===== src/rtl/bram_hex_viewer.sv =====
// bram_hex_viewer: read-only port-B viewer for the 48-bit BRAM.
// Steps the port-B address on a push-button, waits out the RAM read latency,
// latches the word, and shows a 16-bit slice (or the address) on four
// active-low 7-segment digits.
//
// state   | meaning
// S_IDLE  | word displayed, waiting for a button press
// S_ADDR  | new address just driven, latency counter cleared
// S_WAIT  | counting RD_LAT clocks of RAM read latency
// S_LATCH | q_b is valid, capture it into word_q
module bram_hex_viewer #(
  parameter int DATA_W   = 48,
  parameter int ADDR_W   = 10,
  parameter int RD_LAT   = 1,
  parameter int MAX_ADDR = 1023
) (
  input  logic              clk,
  input  logic              reset,
  input  logic              step,
  input  logic [1:0]        slice_sel,
  input  logic [DATA_W-1:0] q_b,
  output logic [ADDR_W-1:0] addr_b,
  output logic              we_b,
  output logic              busy,
  output logic [6:0]        hex0,
  output logic [6:0]        hex1,
  output logic [6:0]        hex2,
  output logic [6:0]        hex3
);

  typedef enum logic [1:0] {S_IDLE, S_ADDR, S_WAIT, S_LATCH} state_t;

  localparam logic [2:0] CNT_LAST = 3'(RD_LAT - 1);

  state_t            state, state_nxt;
  logic              rst_n;
  logic [2:0]        step_sync;
  logic              step_pulse;
  logic [2:0]        cnt, cnt_nxt;
  logic [ADDR_W-1:0] addr_nxt;
  logic [DATA_W-1:0] word_q, word_nxt;
  logic [15:0]       disp;

  // Active-high segment pattern {g,f,e,d,c,b,a} for one hex nibble.
  function automatic logic [6:0] seg7(input logic [3:0] n);
    logic [6:0] s;
    case (n)
      4'h0: s = 7'b0111111;
      4'h1: s = 7'b0000110;
      4'h2: s = 7'b1011011;
      4'h3: s = 7'b1001111;
      4'h4: s = 7'b1100110;
      4'h5: s = 7'b1101101;
      4'h6: s = 7'b1111101;
      4'h7: s = 7'b0000111;
      4'h8: s = 7'b1111111;
      4'h9: s = 7'b1100111;
      4'hA: s = 7'b1110111;
      4'hB: s = 7'b1111100;
      4'hC: s = 7'b1011000;
      4'hD: s = 7'b1011110;
      4'hE: s = 7'b1111001;
      default: s = 7'b1110001;
    endcase
    return s;
  endfunction

  assign we_b = 1'b0;

  // Reset asserts asynchronously but releases on a clock edge, so every flop
  // leaves reset in the same cycle.
  always_ff @(posedge clk or negedge reset) begin
    if (!reset) rst_n <= 1'b0;
    else        rst_n <= 1'b1;
  end

  // Two-flop synchroniser for the button plus one history flop for edge detect.
  always_ff @(posedge clk or negedge rst_n) begin
    if (!rst_n) step_sync <= '0;
    else        step_sync <= {step_sync[1:0], step};
  end

  assign step_pulse = step_sync[1] & ~step_sync[2];

  // FSM state and datapath registers; reset lands in S_ADDR so word 0 is
  // fetched without a button press.
  always_ff @(posedge clk or negedge rst_n) begin
    if (!rst_n) begin
      state  <= S_ADDR;
      addr_b <= '0;
      cnt    <= '0;
      word_q <= '0;
    end else begin
      state  <= state_nxt;
      addr_b <= addr_nxt;
      cnt    <= cnt_nxt;
      word_q <= word_nxt;
    end
  end

  // Next-state and busy; presses arriving outside S_IDLE are dropped.
  always_comb begin
    state_nxt = state;
    addr_nxt  = addr_b;
    cnt_nxt   = cnt;
    word_nxt  = word_q;
    busy      = 1'b1;
    case (state)
      S_IDLE: begin
        busy = 1'b0;
        if (step_pulse) begin
          addr_nxt  = (addr_b == ADDR_W'(MAX_ADDR)) ? '0 : addr_b + 1'b1;
          state_nxt = S_ADDR;
        end
      end
      S_ADDR: begin
        cnt_nxt   = '0;
        state_nxt = S_WAIT;
      end
      S_WAIT: begin
        cnt_nxt = cnt + 1'b1;
        if (cnt == CNT_LAST) state_nxt = S_LATCH;
      end
      S_LATCH: begin
        word_nxt  = q_b;
        state_nxt = S_IDLE;
      end
      default: state_nxt = S_IDLE;
    endcase
  end

  // Display source select; slice 3 shows the zero-extended address.
  always_comb begin
    disp = word_q[15:0];
    case (slice_sel)
      2'd1:    disp = word_q[31:16];
      2'd2:    disp = word_q[47:32];
      2'd3:    disp = {{(16 - ADDR_W){1'b0}}, addr_b};
      default: disp = word_q[15:0];
    endcase
  end

  // Registered active-low digit outputs; reset shows "0000".
  always_ff @(posedge clk or negedge rst_n) begin
    if (!rst_n) begin
      hex0 <= ~7'b0111111;
      hex1 <= ~7'b0111111;
      hex2 <= ~7'b0111111;
      hex3 <= ~7'b0111111;
    end else begin
      hex0 <= ~seg7(disp[3:0]);
      hex1 <= ~seg7(disp[7:4]);
      hex2 <= ~seg7(disp[11:8]);
      hex3 <= ~seg7(disp[15:12]);
    end
  end

endmodule

===== config.mk =====
export PLATFORM = sky130hd
export DESIGN_NAME = bram_hex_viewer
export DESIGN_NICKNAME = d
export VERILOG_FILES = /design/src/rtl/bram_hex_viewer.sv
export SDC_FILE = /design/constraint.sdc
export NUM_CORES = 1
export LEC_CHECK = 0
export BUFFER_PORTS_ARGS = -buffer_cell sky130_fd_sc_hd__buf_4
export CAP_MARGIN = 30
export CORE_MARGIN = 4
export CORE_UTILIZATION = 52
export CTS_BUF_LIST = sky130_fd_sc_hd__clkbuf_4 sky130_fd_sc_hd__clkbuf_8
export CTS_CLUSTER_DIAMETER = 50
export CTS_CLUSTER_SIZE = 10
export DETAILED_ROUTE_END_ITERATION = 16
export PLACE_DENSITY = 0.9
export SLEW_MARGIN = 30
export SYNTH_ARGS = -nofsm -noshare
export SYNTH_HDL_FRONTEND = slang
export SYNTH_SLANG_ARGS = --single-unit
export TNS_END_PERCENT = 1

===== constraint.sdc =====
create_clock -name clk -period 2.7 [get_ports clk]
set_clock_uncertainty 0.1 [all_clocks]
set_input_delay 0.135 -clock clk [delete_from_list [all_inputs] [get_ports clk]]
set_output_delay 0.135 -clock clk [all_outputs]
set_load 0.05 [all_outputs]

==> impl_results.md, run 1 <==
- Clock Latency Late Sink: 0.36 ns
- Full die area: 10,700 um2
- First-pass DRT Iterations: 5
- Gr ovfl total: 0
- Slew @ Worst Pin: 0.640 ns
- Vias in the first global route: 3,758
- Flops & latches, synth: 95
- Root buffer cell: clkbuf_8
- Placement Setup Slack: 0.432 ns
- Antenna-violating nets left: 0
- IO Pins: 93
- Setup_tns: 0 ns
- WP data required: 2.85 ns
- Avg Cell Area, Syn: 12.3 um2
- Largest stage delay on the critical path: 0.57 ns
- Syn. warnings: 0
- CP max-delay cell: mux4_2
- Tmin final: ~2.2 ns
- Antenna violations before repair: 0
- Die W: 104 um
- XOR/XNOR share of the synthesized area: 0.0111
- Outcome: finished, final reports clean
- Starting Density: 0.539
- Leakage: 0.00284 uW
- Clk pwr share: 0.133
- Final setup fails: 0
- Total CTS buffers: 9
- Crit path arrival time: 2.38 ns
- Post-synthesis mux area share: 0.204
- Synth top area cells: dfrtp_1, mux2_2, ha_1, mux4_2, dfstp_2
- Combinational power share: 0.525
- Setup crit end kind: flip-flop
- DRC: 0
- Worst-path clk slew: approximately 0.090 ns
- Area leader, netlist: dfrtp_1
- Ant. Diodes: 0
- Final hold vios: 0
- Synth Area in Adders: 0.0764
- Achievable Freq: ~450 MHz
- First-pass GRT wire length: 19,000 um
- Final worst-path setup slack: 0.474 ns
- Post-synth EDFFs: 0
- Crit-path cells: mux4_2 > inv_1 > ha_1 > mux2_2 > o221ai_2 > nor2_1
- Post-DR vias/cell: 5.64
- IO buf count: 91
- Setup Crit Path Kind: reg -> reg
- Sw Share: 0.431
- Non-filler cells, final: 639
- Ys flop type: dfrtp_1
- Crit path max fanout: 6
- First DRT Iteration DRCs: between 300 and 400
- Fin nets: 608
- Startpoint types: flip-flop
- Syn Std Cell Area: ~4700 um2
- Die H: ~100 um
- Final WL: between 10,000 and 15,000 um
- Syn_nets: 468
- Clk buf depth: 2
- Max Cap Viol: 0
- RSZ-0062 raised after global routing: no
- Slew Limit Fails: 0
- Simple-Gate Fraction of Synth Area: 0.0838
- Yosys top cell area share: 0.474
- GPL Wtd Cong: roughly 0.91
- Area Overhead vs Synth: 31.2%
- Layout cells sized above 1: 0.350
- Largest family of logic cells by synthesized area: multiplexers
- Post-DP HPWL: 7560 um
- Pint: 4110 uW
- # Post-CTS Setup Buffers: 0
- Sequential share of power: 0.342
- Overall routing resource usage: 0.222
- HP Class: reg -> async
- Core Rows: 34
- Slew headroom: 0.573
- CTS sink count: 95
- Wire per inst: 18.1 um
- Compound-cell area share of the yosys netlist: 0.0893
- Synth unique cells: 46
- VDD IR max: 0.556 mV
- Part of the Yosys area used for sequential elements: 0.502
- Ys async rst share: 1.00
- Core Region: 8810 um2
- CTS H-tree depth: 3
- Mapped Cells: 386
- Final period util: 0.825
- Pwr Density: 1160 nW/um2
- Largest net degree at the start of global routing: 52
- Post-placement cell count: 572
- Sw power: 3120 uW
- Vias: 3,605
- CTS tree: yes
==> worst max-delay path: cells and delay by family (launching register included) <==
family | cells | cell delay, ns
multiplexers | 2 | 0.94
flip-flops | 1 | 0.46
adder cells (fa/ha/maj) | 1 | 0.27
AO/OA/AOI/OAI | 1 | 0.15
buffers and inverters | 1 | 0.14
AND/OR/NAND/NOR | 1 | 0.07
==> what timing repair did <==
item / in CTS / in global routing
resized for setup: 0 / 0
hold endpoints to repair: 50 / 0
hold buffers: 51 / 0
==> final timing paths <==
kind / start / end / slack [ns] / cells past startpoint
max reg2reg: addr_b[0]$_DFFE_PN0P_ / hex0[3]$_DFF_PN0_ / 0.47 / 6
min: rst_n$_DFF_PN0_ / hex3[1]$_DFF_PN0_ / 0.23 / 0
min reg2reg: rst_n$_DFF_PN0_ / hex3[1]$_DFF_PN0_ / 0.23 / 0
max in group asynchronous: rst_n$_DFF_PN0_ / state[0]$_DFFE_PN1P_ / 1.56 / 1
min in group clk: slice_sel[1] / hex3[6]$_DFF_PN1_ / 0.27 / 4
max: addr_b[0]$_DFFE_PN0P_ / hex0[3]$_DFF_PN0_ / 0.47 / 6
==> power groups by stage <==
| stage | Clock [uW] | Combinational [uW] | Sequential [uW] |
|---|---|---|---|
| 2_1_floorplan | 0 | 2050 | 3120 |
| 6_report | 960 | 3800 | 2470 |
| 5_1_grt | 1030 | 4060 | 2530 |
| 3_3_place_gp | 0 | 3470 | 2430 |
| 4_1_cts | 978 | 3730 | 2450 |
| 3_5_place_dp | 0 | 3650 | 2470 |
==> cell usage after synthesis, types with 2 or more instances <==
| cell | n |
|---|---|
| nand3_1 | 14 |
| mux2i_1 | 10 |
| conb_1 | 2 |
| mux2_2 | 51 |
| a21oi_2 | 2 |
| o211ai_1 | 3 |
| nand3b_1 | 4 |
| a211oi_1 | 5 |
| dfrtp_1 | 90 |
| dfstp_2 | 5 |
| a21oi_1 | 9 |
| a2bb2oi_2 | 2 |
| and3_1 | 2 |
| inv_1 | 14 |
| nand2b_1 | 2 |
| xnor2_1 | 5 |
| buf_2 | 6 |
| nor2b_1 | 3 |
| clkbuf_1 | 4 |
| a31oi_1 | 4 |
| buf_6 | 2 |
| buf_4 | 3 |
| ha_1 | 29 |
| nand2_1 | 33 |
| nand4_1 | 3 |
| o22ai_1 | 4 |
| buf_1 | 2 |
| o31ai_1 | 2 |
| o21ai_0 | 18 |
| nor2_1 | 23 |
| a311oi_1 | 2 |
| mux4_2 | 11 |
| o2bb2ai_1 | 4 |
==> metrics by stage <==
step                      cell area (um2)  total power, uW   util  hold slack (ns)
after floorplan                      4750             5170      -           -0.261
after global placement               5520             5900  0.627           -0.189
after detailed placement             5520             6130  0.627           -0.188
after CTS                            6230             7160  0.708            0.240
after global routing                 6230             7620  0.708            0.281
final                                6230             7230  0.708            0.230
==> layout make-up <==
class	instances	area, um2
multi-input cells	260	2220
repair buffers	146	1240
inverters	14	52.6
clock buffers	11	145
well taps	108	135
fillers	546	2570
flip-flops and latches	95	2390
clock inverters	5	58.8
==> cells in the final DEF, fill, tap and decap left out, types with 3 or more instances in the layout <==
cell type / count
buf_4: 94
dfrtp_1: 89
mux2_2: 51
dlygate4sd3_1: 51
nand2_1: 33
ha_1: 28
nor2_1: 23
o21ai_0: 18
inv_1: 14
nand3_1: 14
mux4_2: 11
mux2i_1: 10
clkbuf_8: 10
a21oi_1: 9
a211oi_1: 5
xnor2_1: 5
dfstp_2: 5
o2bb2ai_1: 4
o22ai_1: 4
a31oi_1: 4
nand3b_1: 4
nor2b_1: 3
o211ai_1: 3
nand4_1: 3
==> flip-flops by register name, indices dropped and copies added (netlist names) <==
signal     flops
addr_b        10
cnt            3
hex0           7
hex1           7
hex2           7
hex3           7
rst_n          1
state          2
step_sync      3
word_q        48
==> metal layers <==
metal | GRT usage | wire [um] | part of all wire
met4 | 0.103 | 338 | 0.029
met3 | 0.0498 | 846 | 0.073
met5 | 0 | 0 | 0
met1 | 0.263 | 4400 | 0.38
met2 | 0.385 | 5960 | 0.52
==> logic make-up (layout without fill, tap and decap cells) <==
family,after synthesis,in the layout
flops,95,95
simple gates,87,87
mux,74,74
compound gates,62,62
buf+inv,31,176
fa+ha+maj,29,29
xor+xnor,6,6
other cells,2,2
Power figures use the tool's default switching activity.
==> run 2, diff against run 1 <==
==> constraint.sdc (replaced) <==
create_clock -name clk -period 1.9 [get_ports clk]
set_clock_uncertainty 0.1 [all_clocks]
set_input_delay 0.095 -clock clk [delete_from_list [all_inputs] [get_ports clk]]
set_output_delay 0.095 -clock clk [all_outputs]
set_load 0.05 [all_outputs]
==> run 2 against run 1 <==
Against the previous run:
- the run now ends with setup timing left
- first-iteration DRC count fell by 39%
- total power rose by 57%
- clock-buffer cell count fell by 1
- global-route usage rose by 0.95 points
- via count rose by 5.9%
- clock power rose by 58%
- largest cell class unchanged
- setup slack got worse by 0.58 ns
- cell count rose by 6.9%
- routed wire length rose by 8.7%
- non-clock buffer count rose by 44
- die area did not move
- register-to-register slack got worse by 0.58 ns
==> impl_results.md, run 2 (synthesis results as in run 1) <==
- Outcome: complete, but fails checks
- Failing checks: setup timing
- Largest net degree at the start of global routing: 52 (unchanged)
- Clk buf depth: 2 (unchanged)
- Setup Crit Path Kind: reg -> reg
- Full die area: 10,700 um2 (unchanged)
- Core Region: 8810 um2 (unchanged)
- WP data required: 2.06 ns (-0.79 ns)
- Clock Latency Late Sink: 0.38 ns (+0.02 ns)
- Slew headroom: 0.550 (-0.0229)
- Crit-path cells: mux4_2 > inv_2 > ha_4 > mux2_4 > o221ai_2 > nor2_1
- RSZ-0062 raised after global routing: yes
- Multi-input logic area: 2320 um2 (+4.7%)
- CTS tree: yes
- Pwr Density: 1680 nW/um2 (+45%)
- CP max-delay cell: mux4_2
- Antenna violations before repair: 0 (unchanged)
- Worst-path clk slew: 0.09 ns (about the same)
- Leakage: 0.00308 uW (+8.4%)
- Starting Density: 0.539 (unchanged)
- Fin nets: 652 (+7.2%)
- Number of flip-flops in the largest register: 48 (unchanged)
- Final setup fails: 3 (+3)
- Crit-path leading delay family: multiplexers
- CTS H-tree depth: 3 (unchanged)
- R2R setup slack: -0.11 ns (-0.58 ns)
- Tmin final: 2.01 ns (-0.217 ns)
- Final period util: 1.06 (+0.233)
- Final instance area: 6730 um2 (+7.9%)
- Post-DR vias/cell: 5.59 (-0.94%)
- Post-placement cell count: 609 (+6.5%)
- Vias: 3,817 (+5.9%)
- IO Pins: 93 (unchanged)
- Slew Limit Fails: 0 (unchanged)
- Reg-to-Reg Start: addr_b[0]$_DFFE_PN0P_
- Path depth of the worst reg2reg path: 6 (unchanged)
- Setup crit end kind: flip-flop
- DP Area: 5820 um2 (+5.5%)
- Layout cells sized above 1: 0.431 (+0.0810)
- First-pass GRT wire length: 19,800 um (+4.1%)
- Gr ovfl total: 0 (unchanged)
- Worst path bufs/invs: 1 (unchanged)
- VDD IR max: 0.865 mV (+56%)
- Final hold vios: 0 (unchanged)
- Final worst-path setup slack: -0.109 ns (-0.583 ns)
- Slew @ Worst Pin: 0.674 ns (+0.0343 ns)
- Die W: 104 um (unchanged)
- First-pass DRT Iterations: 5 (unchanged)
- Max Cap Viol: 0 (unchanged)
- Register area: 2390 um2 (unchanged)
- Die H: 104 um (unchanged)
- Crit path max fanout: 2 (-4)
- CTS sink count: 95 (unchanged)
- Final WL: 12,500 um (+8.7%)
- Largest stage delay on the critical path: 0.55 ns (-0.02 ns)
- Biggest register: word_q
- Achievable Freq: 498 MHz (+11%)
- Vias in the first global route: 3,922 (+4.4%)
- DRC: 0 (unchanged)
- GPL Wtd Cong: 0.825 (-9.3%)
- Area Overhead vs Synth: 41.7%
- Ant. Diodes: 0 (unchanged)
- Overall routing resource usage: 0.231 (+0.00948)
- Largest registers: word_q x48, addr_b x10
- Filler cells: 515 (-5.7%)
- Most frequent cells in the layout: buf_4, dfrtp_1, dlygate4sd3_1
- Total CTS buffers: 9 (unchanged)
- Non-filler cells, final: 683 (+6.9%)
- Startpoint types: flip-flop
- Post-DP HPWL: 7870 um (+4.1%)
- Crit path arrival time: 2.17 ns (-0.21 ns)
- Core Rows: 34 (unchanged)
- R2r endpoint: hex0[3]$_DFF_PN0_
- HP Class: reg -> async
- IO buf count: 91 (unchanged)
- Antenna-violating nets left: 0 (unchanged)
- Leading cell type in the layout, fill and taps excluded: buf_4
- First DRT Iteration DRCs: 212 (-39%)
- Root buffer cell: clkbuf_8
- Wire per inst: 18.4 um (+1.7%)
==> run 2: cell types whose count changed in the layout (fill, tap and decap cells not counted), moves of 2 or more <==
cell / delta
ha_4: +5
inv_1: -3
buf_4: +39
ha_1: -8
inv_6: +2
a211oi_1: -3
buf_6: +3
a211oi_2: +3
nor2_1: -2
ha_2: +3
inv_2: +2
buf_12: +2
==> run 2: per-layer routing <==
layer	global-route usage	part of all wire
met4	0.0893	0.025
met1	0.271	0.37
met3	0.0466	0.058
met2	0.417	0.54
met5	0	0
==> run 2: through the flow <==
| stage | utilization | hold WS [ns] | setup WS [ns] | total power (uW) | setup TNS, ns |
|---|---|---|---|---|---|
| 6_report | 0.764 | 0.0892 | -0.109 | 11300 | -0.216 |
| 5_1_grt | 0.764 | 0.113 | -0.126 | 11900 | -0.654 |
| 4_1_cts | 0.750 | 0.0990 | -0.0511 | 10900 | -0.171 |
| 3_5_place_dp | 0.661 | -0.229 | -0.104 | 9110 | -0.243 |
| 3_3_place_gp | 0.661 | -0.230 | -0.0118 | 8770 | -0.0118 |
| 2_1_floorplan | - | -0.301 | -0.423 | 7350 | -1.80 |
==> run 2: cell type report <==
class                           instances  area share
Sequential cell                        95       0.355
Tap cell                              108      0.0201
Inverter                               14     0.00837
Clock inverter                          6      0.0139
Clock buffer                           10      0.0195
Multi-Input combinational cell        260       0.345
Timing Repair Buffer                  190       0.238
==> run 2: worst max path at each step <==
stage                           from           endpoint  slack, ns  cells after the start
4_1_cts        addr_b[1]$_DFFE_PN0P_  hex0[3]$_DFF_PN0_      -0.05                      5
6_report       addr_b[0]$_DFFE_PN0P_  hex0[3]$_DFF_PN0_      -0.11                      6
5_1_grt        addr_b[0]$_DFFE_PN0P_  hex0[3]$_DFF_PN0_      -0.13                      6
3_3_place_gp   addr_b[1]$_DFFE_PN0P_  hex0[3]$_DFF_PN0_      -0.01                      5
3_5_place_dp   addr_b[1]$_DFFE_PN0P_  hex0[3]$_DFF_PN0_      -0.10                      5
2_1_floorplan  addr_b[1]$_DFFE_PN0P_  hex0[3]$_DFF_PN0_      -0.42                      5
==> run 2: power breakdown <==
group          leakage, uW  switching (uW)  internal (uW)
clock             0.000111             754            768
sequential         0.00116             494           2960
combinational      0.00181            3530           2810
==> run 2: repair_timing <==
item	4_1_cts	5_1_grt
buffers inserted	3	4
gates resized for setup	6	21
pin swaps	3	7
setup endpoints to repair	5	16
endpoints found under the hold margin	50	0
hold buffers	51	0
==> run 3, diff against run 2 <==
--- a/config.mk
+++ b/config.mk
@@ -7,13 +7,15 @@
 export LEC_CHECK = 0
 export BUFFER_PORTS_ARGS = -buffer_cell sky130_fd_sc_hd__buf_4
 export CAP_MARGIN = 30
+export CELL_PAD_IN_SITES_DETAIL_PLACEMENT = 0
+export CELL_PAD_IN_SITES_GLOBAL_PLACEMENT = 2
 export CORE_MARGIN = 4
-export CORE_UTILIZATION = 52
+export CORE_UTILIZATION = 34
 export CTS_BUF_LIST = sky130_fd_sc_hd__clkbuf_4 sky130_fd_sc_hd__clkbuf_8
 export CTS_CLUSTER_DIAMETER = 50
 export CTS_CLUSTER_SIZE = 10
 export DETAILED_ROUTE_END_ITERATION = 16
-export PLACE_DENSITY = 0.9
+export PLACE_DENSITY_LB_ADDON = 0.1
 export SLEW_MARGIN = 30
 export SYNTH_ARGS = -nofsm -noshare
 export SYNTH_HDL_FRONTEND = slang
==> run 3 against run 2 <==
Against the previous run:
- the flow still finishes with violations (setup timing)
- fmax rose by 5.3%
- via count fell by 6.4%
- design area rose by 2.8%
- total power fell by 1.9%
- sequential share of layout area fell by 0.97 points
- first-iteration DRC count fell by 11%
- largest cell class unchanged
==> impl_results.md, run 3 (synthesis results as in run 1) <==
- Leakage: 0.00314 uW (+1.9%)
- Startpoint types: flip-flop
- Clock Latency Late Sink: 0.37 ns (about the same)
- Most frequent cells in the layout: buf_4, dfrtp_1, dlygate4sd3_1
- Largest registers: word_q x48, addr_b x10
- Slew headroom: 0.607 (+0.0570)
- Largest net degree at the start of global routing: 38 (-27%)
- First-pass GRT wire length: 18,700 um (-5.6%)
- Vias: 3,573 (-6.4%)
- Filler cells: 1,221 (+140%)
- Final hold vios: 0 (unchanged)
- GPL Wtd Cong: 0.791 (-4.1%)
- Crit-path leading delay family: multiplexers
- Crit path arrival time: 2.07 ns (-0.10 ns)
- Biggest register: word_q
- Final Util: 0.514 (-0.250)
- Outcome: complete, but fails checks
- Slew @ Worst Pin: 0.589 ns (-0.0855 ns)
- Vias in the first global route: 3,728 (-4.9%)
- VDD IR max: 0.932 mV (+7.8%)
- Overall routing resource usage: 0.148 (-0.0832)
- WP data required: 2.06 ns (about the same)
- IO Pins: 93 (unchanged)
- Final setup fails: 2 (-1)
- RSZ-0062 raised after global routing: yes
- Crit path max fanout: 2 (unchanged)
- Final period util: 1.00 (-0.0529)
- Leading cell type in the layout, fill and taps excluded: buf_4
- Max Cap Viol: 0 (unchanged)
- First-pass DRT Iterations: 4 (-1)
- Crit-path cells: mux4_2 > ha_4 > mux2_4 > o221ai_2 > nor2_1
- Total CTS buffers: 9 (unchanged)
- Core Region: 13,500 um2 (+53%)
- Wire per inst: 15.0 um (-18%)
- Achievable Freq: 524 MHz (+5.3%)
- Post-DR vias/cell: 4.69 (-16%)
- Failing checks: setup timing
- Non-filler cells, final: 762 (+12%)
- Die H: 126 um (+22%)
- Post-placement cell count: 690 (+13%)
- Layout cells sized above 1: 0.440 (+0.00897)
- First DRT Iteration DRCs: 189 (-11%)
- Final WL: 11,400 um (-9.0%)
- Clk buf depth: 2 (unchanged)
- Setup crit end kind: flip-flop
- Worst path bufs/invs: 0 (-1)
- IO buf count: 91 (unchanged)
- Full die area: 15,900 um2 (+48%)
- CP max-delay cell: mux4_2
- CTS tree: yes
- Setup Crit Path Kind: reg -> reg
- Antenna violations before repair: 0 (unchanged)
- Pwr Density: 1610 nW/um2 (-4.5%)
- Fin nets: 663 (+1.7%)
- Tmin final: 1.91 ns (-0.100 ns)
- HP Class: reg -> async
- Post-DP HPWL: 8450 um (+7.5%)
- Root buffer cell: clkbuf_8
- Area Overhead vs Synth: 45.7%
- Number of flip-flops in the largest register: 48 (unchanged)
- CTS H-tree depth: 3 (unchanged)
- Slew Limit Fails: 0 (unchanged)
- Antenna-violating nets left: 0 (unchanged)
- Gr ovfl total: 0 (unchanged)
- Die W: 126 um (+22%)
- Worst-path clk slew: 0.09 ns (about the same)
- Starting Density: 0.353 (-0.186)
- Largest stage delay on the critical path: 0.53 ns (-0.02 ns)
- CTS sink count: 95 (unchanged)
- Core Rows: 42 (+24%)
- Final worst-path setup slack: -0.00899 ns (+0.100 ns)
- DRC: 0 (unchanged)
- Ant. Diodes: 0 (unchanged)
run 3: cell count changes in the layout (fill, tap and decap cells not counted), sizes merged:
cell,previous run,this run
inv,15,13
clkinv,1,2
bufinv,2,3
buf,139,150
run 3: final timing paths:
kind                                           to  cells past startpoint                    from  slack (ns)
setup / recovery                hex0[3]$_DFF_PN0_                      5   addr_b[1]$_DFFE_PN0P_      -0.009
setup reg to reg                hex0[3]$_DFF_PN0_                      5   addr_b[1]$_DFFE_PN0P_      -0.009
min in group clk           step_sync[1]$_DFF_PN0_                      0  step_sync[0]$_DFF_PN0_        0.26
hold reg to reg            word_q[15]$_DFFE_PN0N_                      0         rst_n$_DFF_PN0_        0.16
max in group asynchronous    state[0]$_DFFE_PN1P_                      1         rst_n$_DFF_PN0_        0.87
hold / removal             word_q[15]$_DFFE_PN0N_                      0         rst_n$_DFF_PN0_        0.16
run 3: layout make-up:
class,instances,area [um2],area share
Clock buffer,10,138,0.0199
Clock inverter,6,108,0.0156
Tap cell,176,220,0.0318
Inverter,14,56.3,0.00814
Sequential cell,95,2390,0.345
Multi-Input combinational cell,260,2330,0.337
Timing Repair Buffer,201,1680,0.242
run 3: repair_timing:
action / 4_1_cts / 5_1_grt
resized for setup: 13 / 15
hold endpoints to repair: 50 / 0
pin swaps: 7 / 6
setup endpoints to repair: 4 / 15
hold buffers: 51 / 0
gates cloned: 0 / 0
buffers inserted: 4 / 1
run 3: per-layer routing:
metal | part of all wire | wire (um) | GRT usage
met3 | 0.037 | 427 | 0.0284
met2 | 0.49 | 5620 | 0.245
met1 | 0.45 | 5180 | 0.192
met4 | 0.016 | 181 | 0.0574
met5 | 0 | 0 | 0
run 3: through the flow:
stage / power [uW] / instance area (um2) / hold slack [ns] / worst slack, ns / setup TNS [ns]
2_1_floorplan: 7350 / 4750 / -0.301 / -0.423 / -1.80
5_1_grt: 11900 / 6920 / 0.191 / -0.0696 / -0.295
4_1_cts: 11100 / 6850 / 0.176 / -0.0130 / -0.0314
3_5_place_dp: 9160 / 5990 / -0.229 / -0.0612 / -0.117
6_report: 11100 / 6920 / 0.160 / -0.00899 / -0.0170
3_3_place_gp: 9080 / 5990 / -0.229 / -0.0162 / -0.0162
run 3: where the power goes:
group          internal [uW]  leakage (uW)  total, uW  switching (uW)
logic                   2840       0.00186       6130            3300
registers               2950       0.00116       3360             410
clock network            905      0.000122       1610             703
total                   6690       0.00314      11100            4410
run 3: worst register-to-register path: stages (launching register included):
cell and delay [ns]:
dfrtp_1 0.40, mux4_2 0.53, ha_4 0.30, mux2_4 0.30, o221ai_2 0.12, nor2_1 0.06
